<file path="config.mk">
export PLATFORM = sky130hd
export DESIGN_NAME = kmeans_apb_regfile_flat
export DESIGN_NICKNAME = d
export VERILOG_FILES = /design/src/rtl/kmeans_regs_pkg.sv /design/src/rtl/kmeans_apb_regfile_if.sv /design/src/rtl/kmeans_apb_fsm.sv /design/src/rtl/kmeans_apb_regfile.sv /design/src/flat_wrapper.sv
export SDC_FILE = /design/constraint.sdc
export NUM_CORES = 2
export LEC_CHECK = 0
export BUFFER_PORTS_ARGS = -buffer_cell sky130_fd_sc_hd__buf_2
export CAP_MARGIN = 10
export CORE_AREA = 2 2 412 414
export CTS_CLUSTER_DIAMETER = 40
export DETAILED_ROUTE_END_ITERATION = 16
export DIE_AREA = 0 0 414 416
export PLACE_DENSITY = 0.58
export SYNTH_ARGS = -nofsm -noshare
export SYNTH_HDL_FRONTEND = slang
export SYNTH_SLANG_ARGS = --single-unit
</file>
<file path="constraint.sdc">
create_clock -name clk -period 32.6 [get_ports clk]
set_input_delay 9.78 -clock clk [delete_from_list [all_inputs] [get_ports clk]]
set_output_delay 9.78 -clock clk [all_outputs]
set_load 0.02 [all_outputs]
</file>
<file path="src/rtl/kmeans_regs_pkg.sv">
// Shared types and register map for the K-means APB register file.
package kmeans_regs_pkg;

  // Run status as seen by software in STATUS[1:0].
  typedef enum logic [1:0] {
    IDLE = 2'd0,
    BUSY = 2'd1,
    DONE = 2'd2
  } status_e;

  // APB slave handshake phases.
  typedef enum logic [1:0] {
    SETUP = 2'd0,
    WAIT  = 2'd1,
    RESP  = 2'd2
  } apb_st_e;

  // Word addresses of the register map.
  localparam int REG_STATUS = 'h00;
  localparam int REG_GO     = 'h01;
  localparam int REG_FIRST  = 'h02;
  localparam int REG_LAST   = 'h03;
  localparam int REG_THR    = 'h04;
  localparam int REG_IRQ    = 'h05;
  localparam int REG_ITER   = 'h06;
  localparam int CENT_BASE  = 'h10;

endpackage

</file>
<file path="src/rtl/kmeans_apb_regfile_if.sv">
// APB bus bundle between the APB stub (master) and the register file (slave).
interface kmeans_apb_regfile_if #(
  parameter int ADDR_W = 9,
  parameter int DATA_W = 91
);
  logic [ADDR_W-1:0] paddr;
  logic              pwrite;
  logic              psel;
  logic              penable;
  logic [DATA_W-1:0] pwdata;
  logic [DATA_W-1:0] prdata;
  logic              pready;
  logic              pslverr;

  modport master (
    output paddr, pwrite, psel, penable, pwdata,
    input  prdata, pready, pslverr
  );

  modport slave (
    input  paddr, pwrite, psel, penable, pwdata,
    output prdata, pready, pslverr
  );
endinterface

</file>
<file path="src/rtl/kmeans_apb_fsm.sv">
// APB handshake: fixed SETUP -> WAIT -> RESP sequence with registered response.
module kmeans_apb_fsm
  import kmeans_regs_pkg::*;
#(
  parameter int DATA_W = 91
) (
  input  logic                clk,
  input  logic                rst,
  kmeans_apb_regfile_if.slave apb,
  input  logic [DATA_W-1:0]   i_rdata,
  input  logic                i_err,
  output logic                o_access
);

  apb_st_e           r_state;
  apb_st_e           w_next;
  logic [DATA_W-1:0] r_prdata;
  logic              r_pslverr;

  // State register.
  always_ff @(posedge clk or posedge rst) begin
    // NOTE: state elements use non-blocking assignments so every flop samples pre-edge values.
    if (rst) r_state <= SETUP;
    else     r_state <= w_next;
  end

  // Capture the decoded response at the end of the wait state.
  always_ff @(posedge clk or posedge rst) begin
    if (rst) begin
      r_prdata  <= '0;
      r_pslverr <= 1'b0;
    end else if (r_state == WAIT) begin
      r_prdata  <= i_rdata;
      r_pslverr <= i_err;
    end
  end

  // Next state and bus outputs; prdata/pslverr only driven during the response cycle.
  always_comb begin
    // NOTE: defaults first so no path through the case leaves an output unassigned (no latches).
    w_next      = r_state;
    o_access    = 1'b0;
    apb.pready  = 1'b0;
    apb.prdata  = '0;
    apb.pslverr = 1'b0;
    case (r_state)
      SETUP: if (apb.psel && !apb.penable) w_next = WAIT;
      WAIT: begin
        o_access = 1'b1;
        w_next   = RESP;
      end
      RESP: begin
        apb.pready  = 1'b1;
        apb.prdata  = r_prdata;
        apb.pslverr = r_pslverr;
        w_next      = SETUP;
      end
      default: w_next = SETUP;
    endcase
  end

endmodule

</file>
<file path="src/rtl/kmeans_apb_regfile.sv">
// K-means APB register file: run configuration, centroid bank, run status and interrupt.
module kmeans_apb_regfile
  import kmeans_regs_pkg::*;
#(
  parameter int ADDR_W   = 9,
  parameter int DATA_W   = 91,
  parameter int NUM_CENT = 8,
  parameter int THR_W    = 16,
  parameter int ITER_W   = 16
) (
  input  logic                       clk,
  input  logic                       rst,
  kmeans_apb_regfile_if.slave        apb,
  output logic                       go_pulse,
  output logic [ADDR_W-1:0]          first_addr,
  output logic [ADDR_W-1:0]          last_addr,
  output logic [THR_W-1:0]           threshold,
  output logic [NUM_CENT*DATA_W-1:0] cent_flat,
  input  logic                       core_cent_we,
  input  logic [3:0]                 core_cent_idx,
  input  logic [DATA_W-1:0]          core_cent_wd,
  input  logic                       core_iter,
  input  logic                       core_done,
  output logic                       irq
);

  localparam int CIDX_W = (NUM_CENT > 1) ? $clog2(NUM_CENT) : 1;
  localparam logic [ADDR_W-1:0] A_STATUS = ADDR_W'(REG_STATUS);
  localparam logic [ADDR_W-1:0] A_GO     = ADDR_W'(REG_GO);
  localparam logic [ADDR_W-1:0] A_FIRST  = ADDR_W'(REG_FIRST);
  localparam logic [ADDR_W-1:0] A_LAST   = ADDR_W'(REG_LAST);
  localparam logic [ADDR_W-1:0] A_THR    = ADDR_W'(REG_THR);
  localparam logic [ADDR_W-1:0] A_IRQ    = ADDR_W'(REG_IRQ);
  localparam logic [ADDR_W-1:0] A_ITER   = ADDR_W'(REG_ITER);
  localparam logic [ADDR_W-1:0] A_CENT   = ADDR_W'(CENT_BASE);

  status_e           r_status;
  logic [ITER_W-1:0] r_iter;
  logic              r_pending, r_irq_en, r_irq, r_go_pulse;
  logic [ADDR_W-1:0] r_first, r_last;
  logic [THR_W-1:0]  r_thr;
  logic [DATA_W-1:0] r_cent [NUM_CENT];

  logic              w_access, w_busy, w_err, w_cfg_we, w_cfg_err;
  logic              w_we_first, w_we_last, w_we_thr, w_we_irq, w_we_cent, w_start, w_go;
  logic              w_cent_hit, w_core_we;
  logic [ADDR_W-1:0] w_cent_off;
  logic [CIDX_W-1:0] w_cent_sel, w_core_sel;
  logic [DATA_W-1:0] w_rdata;

  kmeans_apb_fsm #(.DATA_W(DATA_W)) u_fsm (
    .clk      (clk),
    .rst      (rst),
    .apb      (apb),
    .i_rdata  (w_rdata),
    .i_err    (w_err),
    .o_access (w_access)
  );

  assign w_busy     = (r_status == BUSY);
  assign w_cfg_we   = apb.pwrite & ~w_busy;
  assign w_cfg_err  = apb.pwrite & w_busy;
  assign w_cent_off = apb.paddr - A_CENT;
  assign w_cent_hit = (apb.paddr >= A_CENT) && (int'(w_cent_off) < NUM_CENT);
  assign w_cent_sel = w_cent_off[CIDX_W-1:0];
  assign w_core_sel = core_cent_idx[CIDX_W-1:0];
  assign w_core_we  = core_cent_we && w_busy && (int'(core_cent_idx) < NUM_CENT);
  assign w_go       = w_access & w_start;

  // Address decode: read data, error flag and per-register write strobes.
  always_comb begin
    w_rdata    = '0;
    w_err      = 1'b0;
    w_we_first = 1'b0;
    w_we_last  = 1'b0;
    w_we_thr   = 1'b0;
    w_we_irq   = 1'b0;
    w_we_cent  = 1'b0;
    w_start    = 1'b0;
    if (w_cent_hit) begin
      w_rdata   = r_cent[w_cent_sel];
      w_we_cent = w_cfg_we;
      w_err     = w_cfg_err;
    end else begin
      case (apb.paddr)
        A_STATUS: begin w_rdata = DATA_W'(r_status); w_err = apb.pwrite; end
        A_GO:     begin w_start = w_cfg_we & apb.pwdata[0]; w_err = w_cfg_err; end
        A_FIRST:  begin w_rdata = DATA_W'(r_first); w_we_first = w_cfg_we; w_err = w_cfg_err; end
        A_LAST:   begin w_rdata = DATA_W'(r_last);  w_we_last  = w_cfg_we; w_err = w_cfg_err; end
        A_THR:    begin w_rdata = DATA_W'(r_thr);   w_we_thr   = w_cfg_we; w_err = w_cfg_err; end
        A_IRQ:    begin w_rdata = DATA_W'({r_irq_en, r_pending}); w_we_irq = apb.pwrite; end
        A_ITER:   begin w_rdata = DATA_W'(r_iter); w_err = apb.pwrite; end
        default:  w_err = 1'b1;
      endcase
    end
  end

  // Configuration and centroid storage: APB writes while not busy, core writeback while busy.
  always_ff @(posedge clk or posedge rst) begin
    if (rst) begin
      r_first  <= '0;
      r_last   <= '0;
      r_thr    <= '0;
      r_irq_en <= 1'b0;
      // NOTE: the centroid bank is reset too, so an aborted run never leaves stale centroids visible.
      for (int i = 0; i < NUM_CENT; i++) r_cent[i] <= '0;
    end else begin
      if (w_access && w_we_first) r_first  <= apb.pwdata[ADDR_W-1:0];
      if (w_access && w_we_last)  r_last   <= apb.pwdata[ADDR_W-1:0];
      if (w_access && w_we_thr)   r_thr    <= apb.pwdata[THR_W-1:0];
      if (w_access && w_we_irq)   r_irq_en <= apb.pwdata[1];
      if (w_access && w_we_cent)  r_cent[w_cent_sel] <= apb.pwdata;
      if (w_core_we)              r_cent[w_core_sel] <= core_cent_wd;
    end
  end

  // Run status, iteration count, pending flag, GO pulse and registered interrupt.
  always_ff @(posedge clk or posedge rst) begin
    if (rst) begin
      r_status   <= IDLE;
      r_iter     <= '0;
      r_pending  <= 1'b0;
      r_go_pulse <= 1'b0;
      r_irq      <= 1'b0;
    end else begin
      r_go_pulse <= w_go;
      r_irq      <= r_pending & r_irq_en;
      if (w_go) begin
        r_status <= BUSY;
        r_iter   <= '0;
      end else if (w_busy) begin
        if (core_iter && (r_iter != '1)) r_iter <= r_iter + 1'b1;
        if (core_done) r_status <= DONE;
      end
      // Completion takes priority over a simultaneous software clear.
      if (w_go)                                          r_pending <= 1'b0;
      else if (w_busy && core_done)                      r_pending <= 1'b1;
      else if (w_access && w_we_irq && apb.pwdata[0])    r_pending <= 1'b0;
    end
  end

  for (genvar g = 0; g < NUM_CENT; g++) begin : g_flat
    assign cent_flat[g*DATA_W +: DATA_W] = r_cent[g];
  end

  assign go_pulse   = r_go_pulse;
  assign irq        = r_irq;
  assign first_addr = r_first;
  assign last_addr  = r_last;
  assign threshold  = r_thr;

endmodule

</file>
<file path="src/flat_wrapper.sv">
// flat-port wrapper written by rule: the top's interface ports become plain ports
module kmeans_apb_regfile_flat import kmeans_regs_pkg::*;
#(
  parameter int ADDR_W   = 9,
  parameter int DATA_W   = 91,
  parameter int NUM_CENT = 8,
  parameter int THR_W    = 16,
  parameter int ITER_W   = 16
)
  (clk, rst, go_pulse, first_addr, last_addr, threshold, cent_flat, core_cent_we, core_cent_idx, core_cent_wd, core_iter, core_done, irq, apb_paddr, apb_pwrite, apb_psel, apb_penable, apb_pwdata, apb_prdata, apb_pready, apb_pslverr);
  kmeans_apb_regfile_if #(.ADDR_W(ADDR_W), .DATA_W(DATA_W)) apb_i ();
  input  logic clk;
  input  logic rst;
  output logic go_pulse;
  output logic [ADDR_W-1:0] first_addr;
  output logic [ADDR_W-1:0] last_addr;
  output logic [THR_W-1:0] threshold;
  output logic [NUM_CENT*DATA_W-1:0] cent_flat;
  input  logic core_cent_we;
  input  logic [3:0] core_cent_idx;
  input  logic [DATA_W-1:0] core_cent_wd;
  input  logic core_iter;
  input  logic core_done;
  output logic irq;
  input wire logic [$bits(apb_i.paddr)-1:0] apb_paddr;
  input wire logic [$bits(apb_i.pwrite)-1:0] apb_pwrite;
  input wire logic [$bits(apb_i.psel)-1:0] apb_psel;
  input wire logic [$bits(apb_i.penable)-1:0] apb_penable;
  input wire logic [$bits(apb_i.pwdata)-1:0] apb_pwdata;
  output wire logic [$bits(apb_i.prdata)-1:0] apb_prdata;
  output wire logic [$bits(apb_i.pready)-1:0] apb_pready;
  output wire logic [$bits(apb_i.pslverr)-1:0] apb_pslverr;
  assign apb_i.paddr = apb_paddr;
  assign apb_i.pwrite = apb_pwrite;
  assign apb_i.psel = apb_psel;
  assign apb_i.penable = apb_penable;
  assign apb_i.pwdata = apb_pwdata;
  assign apb_prdata = apb_i.prdata;
  assign apb_pready = apb_i.pready;
  assign apb_pslverr = apb_i.pslverr;
  kmeans_apb_regfile #(.ADDR_W(ADDR_W), .DATA_W(DATA_W), .NUM_CENT(NUM_CENT), .THR_W(THR_W), .ITER_W(ITER_W)) u_core (.clk(clk), .rst(rst), .apb(apb_i), .go_pulse(go_pulse), .first_addr(first_addr), .last_addr(last_addr), .threshold(threshold), .cent_flat(cent_flat), .core_cent_we(core_cent_we), .core_cent_idx(core_cent_idx), .core_cent_wd(core_cent_wd), .core_iter(core_iter), .core_done(core_done), .irq(irq));
endmodule
</file>
# [Yosys cells after proc, flatten, opt, wreduce, memory -nomap -nowiden]
# Index checks and enable logic that the tools add are counted.
# Widths: inputs -> output; s select.
[op_classes] eq_ne=11 mux=41 bitwise_logic=8 order_cmp=7 addsub=2 n_reduce_logical=25
[op_table] operator="$bwmux 728" n=2
[op_table] operator="$mux 728" n=2
[op_table] operator="$demux 91 s3" n=2
[op_table] operator="$mux 91" n=6
[op_table] operator="$bmux 91 s3" n=1
[op_table] operator="$pmux 16 s6" n=1
[op_table] operator="$mux 16" n=3
[op_table] operator="$eq 9x3->1 const B" n=3
[op_table] operator="$eq 9x2->1 const B" n=2
[op_table] operator="$mux 1" n=18
[op_table] operator="$add 16x1->16 const B" n=1
[op_table] operator="$ne 16x16->1 const B" n=1
[op_table] operator="$logic_and 1x1->1" n=14
[op_table] operator="$eq 9x1->1 const B" n=1
[op_table] operator="$ge 9x5->1 const B" n=1
[op_table] operator="$logic_not 9->1" n=1
[op_table] operator="$lt 9x4->1 const B" n=1
[op_table] operator="$sub 9x5->9 const B" n=1
[op_table] operator="$ge 4x4->1 const B" n=2
[op_table] operator="$lt 4x1->1 const B" n=2
[op_table] operator="$mux 2" n=4
[op_table] operator="$not 3->4" n=2
[op_table] operator="$reduce_bool 2->1" n=3
[op_table] operator="$and 1x1->1" n=5
[op_table] operator="13 further kinds" n=15
[word_totals] reg_bits=878 word_cells=114 inputBits=203

# [Depth between registers and ports, before layout]
[depth] word_depth=10 mapped_depth=10

# [By module]
# Synthesis repeated with hierarchy kept, for this count alone.
[hier_totals] hier_cells=5161 area_unflattened_um2=46354.5
[by_module_without_submodules] mod="kmeans_apb_regfile" area_each_um2=42180.5 n_inst=1 cells_each=4857
[by_module_without_submodules] mod="kmeans_apb_fsm" area_each_um2=4174.0 n_inst=1 cells_each=304

# [Least setup slack after synthesis]
# OpenSTA, ideal clock, no wires.
[synth_path] path_type="input to register" startpoint="in apb_paddr[4]" endpoint="reg u_core.r_cent (netlist bit u_core.cent_flat[385])" setup_slack_ns=21.056 setup_ns=0.082 t_arrival_ns=11.462 path_buffers=2 cell_stages=9 cell_sequence="inv_1 ha_1 xnor2_1 nand2_1 buf_2 nor3_2 clkbuf_1 nand2_1 a31oi_1"
[synth_between] elab_chain_cells=8 word_cells_on_any_way=9 cone_classes="add/sub: 1; order compare: 2; mux: 4; reduce/logical: 2"
[synth_rtl] item="from (decl)" line_no="flat_wrapper.sv:25" source="input wire logic [$bits(apb_i.paddr)-1:0] apb_paddr;"
[synth_rtl] item="$sub 9x5->9" line_no="kmeans_apb_regfile.sv:63" source="assign w_cent_off = apb.paddr - A_CENT;"
[synth_rtl] item="$lt 9x4->1" line_no="kmeans_apb_regfile.sv:64" source="assign w_cent_hit = (apb.paddr >= A_CENT) && (int'(w_cent_off) < NUM_CENT);"
[synth_rtl] item="$logic_and 1x1->1 (*)" line_no="kmeans_apb_regfile.sv:64"
[synth_rtl] item="$mux 1 (*)" line_no="kmeans_apb_regfile.sv:80" source="if (w_cent_hit) begin"
[synth_rtl] item="$logic_and 1x1->1 (*)" line_no="kmeans_apb_regfile.sv:112" source="if (w_access && w_we_cent) r_cent[w_cent_sel] <= apb.pwdata;"
[synth_rtl] item="$mux 728 (*)" line_no="kmeans_apb_regfile.sv:112"
[synth_rtl] item="$bwmux 728" line_no="kmeans_apb_regfile.sv:113" source="if (w_core_we) r_cent[w_core_sel] <= core_cent_wd;"
[synth_rtl] item="$mux 728 (*)" line_no="kmeans_apb_regfile.sv:113"
[synth_rtl] item="to (signal, indexed assignment)" line_no="kmeans_apb_regfile.sv:112"
[synth_rtl] item="to (signal, indexed assignment)" line_no="kmeans_apb_regfile.sv:113"
[synth_rtl] item="to (decl)" line_no="kmeans_apb_regfile.sv:42" source="logic [DATA_W-1:0] r_cent [NUM_CENT];"
# Every way passes the cells marked *; elsewhere a longest branch is shown, timed or not.
# A chain may end at the register's enable or synchronous reset.

==> reports/results.md <==
| Step | Quantity | This run |
|:---|:---|:---|
| status | Result of the run | complete, no violations |
| cts | Inserted Clock Buffers | 166 |
| grt | Pin count of the biggest net entering global routing | 173 |
| logic synthesis | Area share of the largest cell type after synthesis | 47.6% |
| layout | Fraction of layout instances using a drive strength above 1 | 28.9% |
| setup path | Cell-by-cell trace of the critical path | buf_2, clkinvlp_4, buf_4, buf_4, buf_12, buf_4, buf_4 |
| grt | Global-route wire length before repair | 323,000 microns |
| detailed routing | Starting DRC count in detailed routing | 5,767 |
| sta | Actual transition at the worst max-transition pin | 1300 ps |
| sta | TNS Setup | 0 ps |
| die | Io pins | 1,060 |
| setup path | Critical path fanouts, max | 158 |
| logic synthesis | Cell variety after synth | 64 |
| worst hold path | Type of the worst min-delay path | reg2reg |
| grt | GR Util All Layers | 25.9% |
| detailed routing | Post-detailed-routing wire length | 231,000 microns |
| detailed routing | Metal2 WL | 101,000 microns |
| layout | Final net count | 5,848 |
| power and ir drop | Pwr/cell area | 53.8 nW/um^2 |
| setup path | Library cell appearing most often on the critical path | buf_4 |
| logic synthesis | Yosys warnings | 0 |
| sta | Final worst path period share | 42.2% |
| cts | Clock edge transition at the registers on the reported setup and hold paths | 40 ps |
| cts | Number of buffers inserted by post-CTS setup repair | 0 |
| sta | Endpoints failing setup | 0 |
| cts | Number of clock sinks | 878 |
| placement | Area after detailed placement | 52,300 sq um |
| layout | Post-route non-filler standard cell count | 8,033 |
| logic synthesis | Post-synth EDFFs | 0 |
| layout | Area added between synthesis and finish | 26.4% |
| detailed routing | Antenna violation net count after detailed routing | 0 |
| logic synthesis | Share of flip-flops with an asynchronous set or reset after synthesis | 100% |
| placement | Placement Setup Slack | 17,870 ps |
| logic synthesis | Post-synthesis sequential area ratio | 47.6% |
| detailed routing | Routed WL per cell | 28.8 microns |
| logic synthesis | Leading register cell type out of synthesis | dfrtp_1 |
| grt | Overall overflow remaining after global route | 0 |
| die | Cell Rows | 151 |
| sta | Final worst setup slack | 18,850 ps |
| detailed routing | Count of TritonRoute iterations in the first routing pass | 8 |
| setup path | Slowest-stage cell, CP | buf_4 |
| logic synthesis | Synthesized area | 46,100 sq um |
| job | Max Cap Violations | 0 |
| die | Die area | 172,000 sq um |
| cts | Clock latency at the later pin of the worst-skew pair | 840 ps |
| sta | Number of hold violations in the final report | 0 |
| cts | Clk Tree Root Cell | clkbuf_16 |
| setup path | Sort of element at the end of the critical path | asynchronous set/reset pin |
| layout | Final core utilization | 34.7% |
| worst hold path | Number of cells traversed by the worst hold path | 2 |
| setup path | Buffering stage count on the worst path with inverters included | 7 |
| placement | Count of input and output buffers | 1,059 |
| sta | Max Transition Viols Final | 0 |
| sta | Relative slew margins | 13.6% |
| setup path | Path length in cells of the critical path | 7 |
| setup path | Startpoint type of the worst setup path | primary input |
| setup path | Cell type group with the largest total delay on the critical path | buffers and inverters |
| grt | Number of antenna violations at the first check in global routing | 38 |
| sta | Post-layout min period | 13,750 ps |
| die | Area inside the core boundary | 168,000 sq um |
| sta | RSZ-0062 raised after global routing | no |
| placement | Number of instances in the placed design | 7,693 |
| logic synthesis | Syn avg cell area | 9.41 sq um |
| setup path | Required time of the worst setup path | 33,410 ps |
| logic synthesis | Register bit total from synthesis | 878 |
| detailed routing | Count of unresolved DRC violations after routing | 0 |
| placement | Final weighted congestion in routability-driven placement | 0.963 |
| detailed routing | Routed metal-1 wire length | 88,100 microns |
| die | Height of the die | 416 microns |
| cts | Number of instances resized during post-cts repair | 0 |
| die | Die X-Extent | 414 microns |
| logic synthesis | Syn Nets | 5,105 |
| logic synthesis | Cell taking the most area after synthesis | dfrtp_1 |
| layout | Final instance area | 58,300 sq um |
| sta | Final Skew | 38.4 ps |
| setup path | Worst-case reg-to-reg path depth | 9 |
| placement | HPWL reported at the end of detailed placement | 157,000 microns |
| detailed routing | Number of vias in the routed layout | 44,314 |
| cts | TritonCTS clock tree | done |
| logic synthesis | Largest cells by area after synthesis | dfrtp_1, nand2_1, mux4_2 |
| cts | Maximum buffer depth of the clock tree | 3 |
| logic synthesis | Synthesized instance count | 4,900 |
| setup path | Largest stage delay on the critical path | 840 ps |
| power and ir drop | IR drop worst, VDD | 57.6 uV |
| cts | H-tree Lvls | 4 |
| setup path | Data arrival at the endpoint of the critical path | 14,560 ps |
| die | Starting density of the core | 27.4% |
| cts | Count of hold buffers inserted by post-cts repair | 0 |
| detailed routing | Routed met3 length | 26,900 microns |
| sta | F_max | 72.7 MHz |
| grt | Number of global-route vias before repair | 41,261 |
| power and ir drop | Leak Pwr | 0.0277 uW |
| detailed routing | Max Used Layer | met5 |
| setup path | Setup CP Type | in2async |
| detailed routing | Via-per-instance ratio | 5.52 |
[through the flow]
stage               hold WS [ps]  total power [uW]
finish                       468              3140
global route                 492              3210
CTS                          472              3140
detailed placement           462              1300
global placement             455              1300
floorplan                    414              1230
[per-layer routing]
layer / global-route usage, % / vias up
li1: - / 18415
met5: 0 / -
met2: 38.0 / 3169
met1: 32.8 / 22018
met4: 15.7 / 6
met3: 8.95 / 706
[Yosys cell counts, types with 7 or more instances]
cell and count:
o21ai_1 181, nand2b_1 8, nor2_1 571, dfrtp_1 878, buf_6 11, and3_1 7
nand3_1 26, a31oi_1 455, mux4_2 175, nand2_1 1196, nor3_1 10, mux2_2 46
and2_1 98, buf_12 17, a21oi_1 108, buf_2 181, inv_1 7, o221ai_1 10
o21ai_0 88, clkbuf_1 332, mux2i_1 375, o22ai_1 10, nand4_1 9, clkbuf_2 11
xnor2_1 11, buf_1 8
[state kept, by name, indices dropped and copies added (netlist names), 2 cells and up]
register and count:
u_core.cent_flat 728, u_core.first_addr 9, u_core.last_addr 9, u_core.r_iter 16, u_core.r_status 2, u_core.threshold 16, u_core.u_fsm.r_prdata 91, u_core.u_fsm.r_state 2
[layout by cell type (no fill, tap or decap), types with 46 or more instances in the layout]
master / Yosys / routed
nand2_1: 1196 / 1195
dfrtp_1: 878 / 878
a31oi_1: 455 / 455
clkbuf_16: 0 / 169
and2_1: 98 / 98
mux2i_1: 375 / 375
mux4_2: 175 / 175
o21ai_1: 181 / 181
nor2_1: 571 / 571
a21oi_1: 108 / 108
o21ai_0: 88 / 88
buf_2: 181 / 1056
buf_4: 2 / 76
mux2_2: 46 / 46
[kinds of logic after synthesis]
family                     after synthesis  synth area share (%)
AOI/OAI and AO/OA                      875                  11.0
DFF                                    878                  47.6
muxes                                  596                  17.8
buffers and inverters                  570                  5.98
xor gates and xnor gates                13                 0.247
adders and majority gates                2                0.0542
and+or+nand+nor                       1966                  17.3
[report_power, final]
| group | total (uW) | switching [uW] | internal [uW] |
|---|---|---|---|
| clock network | 1850 | 648 | 1200 |
| logic | 171 | 126 | 44.9 |
| registers | 1120 | 12.1 | 1100 |
| total | 3140 | 787 | 2350 |
[tightest hold or removal path, delay by kind of cell (launching register included)]
| family | cells | cell delay, ps |
|---|---|---|
| AO/OA/AOI/OAI | 1 | 50 |
| flip-flops | 1 | 330 |
| AND/OR/NAND/NOR | 1 | 40 |
[layout make-up]
cell class                      instances  area [sq um]
Antenna cell                           31          77.6
Timing Repair Buffer                 1138          5960
Clock inverter                         93          1320
Clock buffer                          216          4650
Inverter                                7          30.0
Multi-Input combinational cell       3452         21500
Tap cell                             2218          2780
Sequential cell                       878         22000
Fill cell                           17023        110000
[final timing paths]
path                                           startpoint                   endpoint  slack [ps]
worst max-delay path                                  rst      u_core.cent_flat[698]       18850
worst min-delay path            u_core.u_fsm.r_prdata[55]  u_core.u_fsm.r_prdata[55]         470
worst max register to register    u_core.u_fsm.r_state[1]      u_core.cent_flat[149]       28070
worst min register to register  u_core.u_fsm.r_prdata[55]  u_core.u_fsm.r_prdata[55]         470
max in group clk                             apb_paddr[4]      u_core.cent_flat[149]       19360
min in group asynchronous                             rst   u_core.u_fsm.r_prdata[4]        9050
(Power assumes the default switching activity.)
